$ cat config.mk
export PLATFORM = sky130hd
export DESIGN_NAME = branch_ctl_flat
export DESIGN_NICKNAME = d
export VERILOG_FILES = /design/src/rtl/branch_pkg.sv /design/src/rtl/branch_ctl_if.sv /design/src/rtl/start_edge.sv /design/src/rtl/branch_ctl.sv /design/src/flat_wrapper.sv
export SDC_FILE = /design/constraint.sdc
export NUM_CORES = 1
export LEC_CHECK = 0
export CAP_MARGIN = 40
export CORE_AREA = 2 2 56 58
export CTS_BUF_LIST = sky130_fd_sc_hd__clkbuf_8
export CTS_CLUSTER_SIZE = 28
export DETAILED_ROUTE_END_ITERATION = 16
export DIE_AREA = 0 0 58 60
export PLACE_DENSITY = 0.82
export SETUP_SLACK_MARGIN = 0.05
export SLEW_MARGIN = 25
export SYNTH_ARGS = -nofsm -noshare
export SYNTH_HDL_FRONTEND = slang
export SYNTH_HIERARCHICAL = 1
export SYNTH_SLANG_ARGS = --single-unit
$ cat constraint.sdc
create_clock -name Clk -period 3.2 [get_ports Clk]
set_clock_uncertainty 0.2 [all_clocks]
set_input_delay 0.32 -clock Clk [delete_from_list [all_inputs] [get_ports Clk]]
set_output_delay 0.32 -clock Clk [all_outputs]
set_load 0.005 [all_outputs]
$ cat src/rtl/branch_pkg.sv
// Shared types and constants for the branch control front end:
// FSM states, branch opcode/condition encodings, HALT word and relative-target LUT.
package branch_pkg;

  typedef enum logic [1:0] {
    ST_IDLE,
    ST_LAUNCH,
    ST_RUN,
    ST_HALTED
  } state_e;

  typedef enum logic [1:0] {
    COND_ALWAYS = 2'b00,
    COND_ZERO   = 2'b01,
    COND_NZERO  = 2'b10,
    COND_NEG    = 2'b11
  } cond_e;

  localparam int INSTR_W = 9;
  localparam int OFFS_W  = 10;

  localparam logic [2:0]         OP_BRANCH  = 3'b110;
  localparam logic [INSTR_W-1:0] INSTR_HALT = '1;

  // Relative jump offsets selected by the low nibble of a branch instruction
  localparam logic signed [OFFS_W-1:0] TARGET_LUT [16] = '{
    10'sd2,  10'sd4,   -10'sd2,  -10'sd5,
    10'sd8,  -10'sd8,  10'sd16,  -10'sd16,
    10'sd3,  -10'sd3,  10'sd32,  -10'sd32,
    10'sd1,  -10'sd1,  10'sd64,  -10'sd64
  };

endpackage

$ cat src/rtl/branch_ctl_if.sv
// Bench/counter-facing handshake and decode bus of branch_ctl.
// slave: branch_ctl side; master: driver of Start/Instr/ProgCtr/flags.
interface branch_ctl_if #(
  parameter int A = 10,
  parameter int W = 9
);
  logic         Start;
  logic [W-1:0] Instr;
  logic [A-1:0] ProgCtr;
  logic         Zero;
  logic         Neg;
  logic         Branch;
  logic [A-1:0] Target;
  logic         Done;

  modport slave (
    input  Start, Instr, ProgCtr, Zero, Neg,
    output Branch, Target, Done
  );

  modport master (
    output Start, Instr, ProgCtr, Zero, Neg,
    input  Branch, Target, Done
  );
endinterface

$ cat src/rtl/start_edge.sv
// Registers the Start level and emits one-cycle rise/fall pulses.
module start_edge (
  input  logic Clk,
  input  logic Reset,
  input  logic start,
  output logic rise,
  output logic fall
);
  logic start_r;

  always_ff @(posedge Clk) begin
    if (Reset) start_r <= 1'b0;
    else       start_r <= start;
  end

  assign rise = start & ~start_r;
  assign fall = start_r & ~start;
endmodule

$ cat src/rtl/branch_ctl.sv
// Control-flow front end driving the program counter's Branch/Target inputs.
// Optional CYCLE_COUNT_EN adds a saturating RUN-cycle counter output.
module branch_ctl
  import branch_pkg::*;
#(
  parameter int A     = 10,
  parameter int W     = 9,
  parameter int BASE1 = 0,
  parameter int BASE2 = 100,
  parameter int BASE3 = 200
) (
  input  logic        Clk,
  input  logic        Reset,
`ifdef CYCLE_COUNT_EN
  output logic [15:0] CycleCount,
`endif
  branch_ctl_if.slave bus
);
  state_e     state;
  logic [1:0] prog_sel;
  logic       done;
  logic       rise, fall;

  start_edge u_start_edge (
    .Clk   (Clk),
    .Reset (Reset),
    .start (bus.Start),
    .rise  (rise),
    .fall  (fall)
  );

  logic [A-1:0] base_addr;
  logic         is_halt, is_branch, taken;
  cond_e        cond;

  always_comb begin
    case (prog_sel)
      2'd1:    base_addr = A'(BASE1);
      2'd2:    base_addr = A'(BASE2);
      2'd3:    base_addr = A'(BASE3);
      default: base_addr = '0;
    endcase
  end

  assign is_halt   = (bus.Instr == W'(INSTR_HALT));
  assign is_branch = (bus.Instr[W-1 -: 3] == OP_BRANCH);
  assign cond      = cond_e'(bus.Instr[5:4]);

  always_comb begin
    case (cond)
      COND_ALWAYS: taken = 1'b1;
      COND_ZERO:   taken = bus.Zero;
      COND_NZERO:  taken = ~bus.Zero;
      COND_NEG:    taken = bus.Neg;
      default:     taken = 1'b0;
    endcase
  end

  // Freezing is PC+0, so every non-running cycle asks for Branch with zero offset
  always_comb begin
    bus.Branch = 1'b1;
    bus.Target = '0;
    if (!Reset) begin
      case (state)
        ST_LAUNCH: bus.Target = base_addr - bus.ProgCtr;
        ST_RUN: begin
          if (is_halt) begin
            bus.Target = '0;
          end else if (is_branch && taken) begin
            bus.Target = A'(TARGET_LUT[bus.Instr[3:0]]);
          end else begin
            bus.Branch = 1'b0;
          end
        end
        default: ;
      endcase
    end
  end

  always_ff @(posedge Clk) begin
    if (Reset) begin
      state    <= ST_IDLE;
      prog_sel <= 2'd0;
      done     <= 1'b0;
    end else begin
      case (state)
        ST_IDLE, ST_HALTED: begin
          if (rise && prog_sel != 2'd3) prog_sel <= prog_sel + 2'd1;
          if (fall && prog_sel != 2'd0) state <= ST_LAUNCH;
        end
        ST_LAUNCH: begin
          state <= ST_RUN;
          done  <= 1'b0;
        end
        ST_RUN: begin
          if (is_halt) begin
            state <= ST_HALTED;
            done  <= 1'b1;
          end
        end
        default: state <= ST_IDLE;
      endcase
    end
  end

  assign bus.Done = done;

`ifdef CYCLE_COUNT_EN
  always_ff @(posedge Clk) begin
    if (Reset)                                 CycleCount <= '0;
    else if (state == ST_LAUNCH)               CycleCount <= '0;
    else if (state == ST_RUN && CycleCount != 16'hFFFF) CycleCount <= CycleCount + 16'd1;
  end
`endif

endmodule

$ cat src/flat_wrapper.sv
// flat-port wrapper written by rule: the top's interface ports become plain ports
module branch_ctl_flat import branch_pkg::*;
#(
  parameter int A     = 10,
  parameter int W     = 9,
  parameter int BASE1 = 0,
  parameter int BASE2 = 100,
  parameter int BASE3 = 200
)
  (Clk, Reset, bus_Start, bus_Instr, bus_ProgCtr, bus_Zero, bus_Neg, bus_Branch, bus_Target, bus_Done);
  branch_ctl_if #(.A(A), .W(W)) bus_i ();
  input  logic Clk;
  input  logic Reset;
  input wire logic [$bits(bus_i.Start)-1:0] bus_Start;
  input wire logic [$bits(bus_i.Instr)-1:0] bus_Instr;
  input wire logic [$bits(bus_i.ProgCtr)-1:0] bus_ProgCtr;
  input wire logic [$bits(bus_i.Zero)-1:0] bus_Zero;
  input wire logic [$bits(bus_i.Neg)-1:0] bus_Neg;
  output wire logic [$bits(bus_i.Branch)-1:0] bus_Branch;
  output wire logic [$bits(bus_i.Target)-1:0] bus_Target;
  output wire logic [$bits(bus_i.Done)-1:0] bus_Done;
  assign bus_i.Start = bus_Start;
  assign bus_i.Instr = bus_Instr;
  assign bus_i.ProgCtr = bus_ProgCtr;
  assign bus_i.Zero = bus_Zero;
  assign bus_i.Neg = bus_Neg;
  assign bus_Branch = bus_i.Branch;
  assign bus_Target = bus_i.Target;
  assign bus_Done = bus_i.Done;
  branch_ctl #(.A(A), .W(W), .BASE1(BASE1), .BASE2(BASE2), .BASE3(BASE3)) u_core (.Clk(Clk), .Reset(Reset), .bus(bus_i));
endmodule
==> results.py <==
metrics = {
    "sta": {
        "slew_headroom_pct": 65.08,
        "period_minus_slack_ns": 3.063,
        "timing.final.crit_share_pct": 95.71,
        "tightestPinTransition_ns": 0.5227,
        "setup_viol": 0,
        "setup_tns_ns": 0,
        "clock.fmax_mhz": 326.5,
        "worst_slack_ns": 0.1372,
        "hold_violations": 0,
        "final_max_slew_viol_count": 0,
    },
    "layout": {
        "nets": 245,
        "syn2layout_area_growth_pct": 41.00,
        "design_area_mm2": 0.001734,
        "diodes": 0,
        "fin_cells": 231,
        "multi_input_area_mm2": 0.001042,
        "regArea_um2": 122.6,
        "fillers": 284,
        "drive_above_1_share_pct": 15.66,
    },
    "drt": {
        "via_per_inst": 5.524,
        "drt-initial-drc-count": 25,
        "num_vias": 1276,
        "wl_per_cell_um": 13.22,
        "drtPass1Iterations": 4,
        "drcViolationCount": 0,
        "ant_nets": 0,
        "wl_mm": 3.053,
    },
    "logic_synthesis": {
        "synth-seq-cells": 6,
        "async_flop_share_pct": 0,
        "yosysTopAreaCellShare_pct": 21.36,
        "yosysSeqAreaShare_pct": 9.766,
        "synth_edf_count": 0,
        "syn_area_mm2": 0.001230,
        "yosys_warnings": 6,
        "synth_area_leaders": "ha_1 (21%), dfxtp_1 (9.8%), inv_1 (6.1%)",
        "synthDistinctLibCells": 50,
        "synth.net_count": 203,
        "synth_flop_cell": "dfxtp_1",
        "syn_inst": 158,
        "synth_top_cell_by_area": "ha_1",
        "syn_avg_cell_area_um2": 7.784,
    },
    "critical_path": {
        "crit_slowest_cell": "clkdlybuf4s50_1",
        "cp_max_fo": 10,
        "crit_type": "reg -> out",
        "cp.depth": 8,
        "cp-end-kind": "output port",
        "startpoint_type": "flip-flop",
        "r2r_cells": 5,
        "worstReg2RegStart": "u_core/state[0]$_SDFFE_PP0P_",
        "cp_data_arrival_time_ns": 2.54,
        "cpPeakStageDelay_ns": 0.49,
        "cp_top_family": "simple AND/OR/NAND/NOR gates",
        "worstPathRequired_ns": 2.68,
        "worstPathBufferInverterCount": 3,
        "cp-startpoint": "u_core/state[0]$_SDFFE_PP0P_",
        "path_cells": "inv_1 -> ha_1 -> or3b_4 -> buf_4 -> nor4b_2 -> a211oi_1 -> nand2_1 -> clkdlybuf4s50_1",
    },
    "placement": {
        "dp.cells": 227,
        "io_buffers": 35,
        "hpwl_mm": 2.396,
        "gp_congestion": 0.8500,
        "placed_cell_area_mm2": 0.001628,
        "place_ws_ns": 0.1065,
    },
    "clocking": {
        "htree_levels": 1,
        "insertion_delay_ns": 0.22,
        "clockRootBuffer": "clkbuf_8",
        "cts_sinks": 6,
        "cts_inserted_buffers": 3,
        "clk_pin_slew_ns": 0.03,
        "clock_path_buffers": 2,
        "tritoncts": "done",
    },
    "die": {
        "dieWidth_um": 58,
        "die_h_um": 60,
        "ioPinCount": 36,
        "num_rows": 20,
        "dieArea_mm2": 0.003480,
        "core_area_mm2": 0.002903,
        "start_util_pct": 42.37,
    },
    "grt": {
        "grt_overflow": 0,
        "antenna_found_initial": 0,
        "grt_max_degree": 11,
        "grt_pass1_wl_mm": 5.002,
        "grt_usage_pct": 18.28,
        "grt_pass1_vias": 1155,
    },
    "run": {
        "maxCapViolCount": 0,
    },
    "power_and_ir_drop": {
        "cellPowerDensity_mw_per_mm2": 341.3,
        "leakagePower_nw": 0.7454,
        "ir_worst_vdd_v": 0.0003196,
        "p_total_mw": 0.5919,
    },
    "min_path": {
        "hold_path_class": "reg -> reg",
        "worstHoldPathCells": 2,
        "worstHoldStart": "u_core/bus.Done$_SDFFE_PP0P_",
    },
    "outcome": {
        "status": "completed",
    },
}
## layout by cell type (no fill, tap or decap), types with 2 or more instances in the layout
cell type and n:
a2111oi_2 3, a211oi_1 2, a21o_1 2, a21oi_1 10, a22oi_1 2, a311oi_1 2
buf_4 8, clkbuf_8 3, clkdlybuf4s50_1 33, dfxtp_1 4, dfxtp_2 2, ha_1 20
inv_1 19, mux2i_1 3, nand2_1 7, nand2b_1 3, nand3_1 4, nand3b_1 2
nand4_1 2, nor2_1 7, nor2b_1 7, nor3_1 4, nor3b_2 3, nor4b_2 2
o21ai_0 4, o21ai_1 2, o22ai_1 3, or3_1 4, xnor2_1 3, xor2_1 2
## tightest hold or removal path: stages, from the launching register on
cell and delay (ns):
dfxtp_1 0.30, o21ai_0 0.06, a21oi_1 0.06
## per-layer routing
| layer | vias to the layer above | wire (um) | GRT usage (%) |
|---|---|---|---|
| met5 | - | 0 | 0 |
| met4 | 0 | 26 | 7.309 |
| met3 | 4 | 103 | 2.165 |
| met2 | 23 | 1434 | 31.01 |
| met1 | 587 | 1488 | 23.57 |
| li1 | 662 | - | - |
## flip-flops by register name, indices dropped and copies added (netlist names)
| name | cells |
|---|---|
| u_core/prog_sel | 2 |
| u_core/state | 2 |
| u_core/bus.Done | 1 |
| u_core/u_start_edge/start_r | 1 |
## cells by family (layout without fill, tap and decap cells)
group,after synthesis,after routing,share of synthesized area [%]
XOR/XNOR,5,5,3.561
buffers and inverters,26,66,9.867
multiplexers,4,4,3.357
AND/OR/NAND/NOR,51,51,25.33
AO/OA/AOI/OAI,45,45,26.76
flip-flops,6,6,9.766
adder cells (fa/ha/maj),21,21,21.36
## Yosys cell counts (all sizes together) (2+ instances only)
cell,number
o21ai,6
a21oi,11
a2111oi,4
nand3,4
a311oi,2
nor4b,2
xnor2,3
mux2i,3
a211oi,3
ha,21
a22oi,2
nand2b,3
clkbuf,2
or3,4
a21boi,2
nand3b,2
a21o,3
o22ai,3
nor3b,4
inv,20
dfxtp,6
nor2b,7
nor2,7
nor3,4
buf,4
xor2,2
nand2,7
nand4,2
## cell type report
class	count	share of cell area (%)
clock buffers	3	2.381
inverters	20	4.329
multi-input cells	126	60.10
flip-flops and latches	6	7.071
well taps	33	2.381
repair buffers	43	23.74
## through the flow
stage,util [%],hold WS [ns]
after floorplan,-,0.1916
after global placement,56.08,0.2711
after detailed placement,56.08,0.2724
after CTS,58.06,0.2778
after global routing,59.74,0.3352
final,59.74,0.2717
## report_power, final
group          leakage (nW)  internal, mW  switching (mW)
Sequential           0.0502        0.0960          0.0160
Clock                0.0216        0.0805          0.0290
Combinational         0.674         0.182           0.189
## final timing paths
path | slack (ns) | to
setup reg to reg | 1.65 | u_core/state[0]$_SDFFE_PP0P_
setup / recovery | 0.14 | bus_Target[7]
hold reg to reg | 0.27 | u_core/bus.Done$_SDFFE_PP0P_
hold / removal | 0.27 | u_core/bus.Done$_SDFFE_PP0P_
## timing repair
action,4_1_cts,5_1_grt
hold buffers,0,0
pin swaps,0,1
setup buffers,0,1
setup endpoints to repair,2,5
endpoints found under the hold margin,0,0
resized for setup,4,9
(Power assumes the default switching activity.)
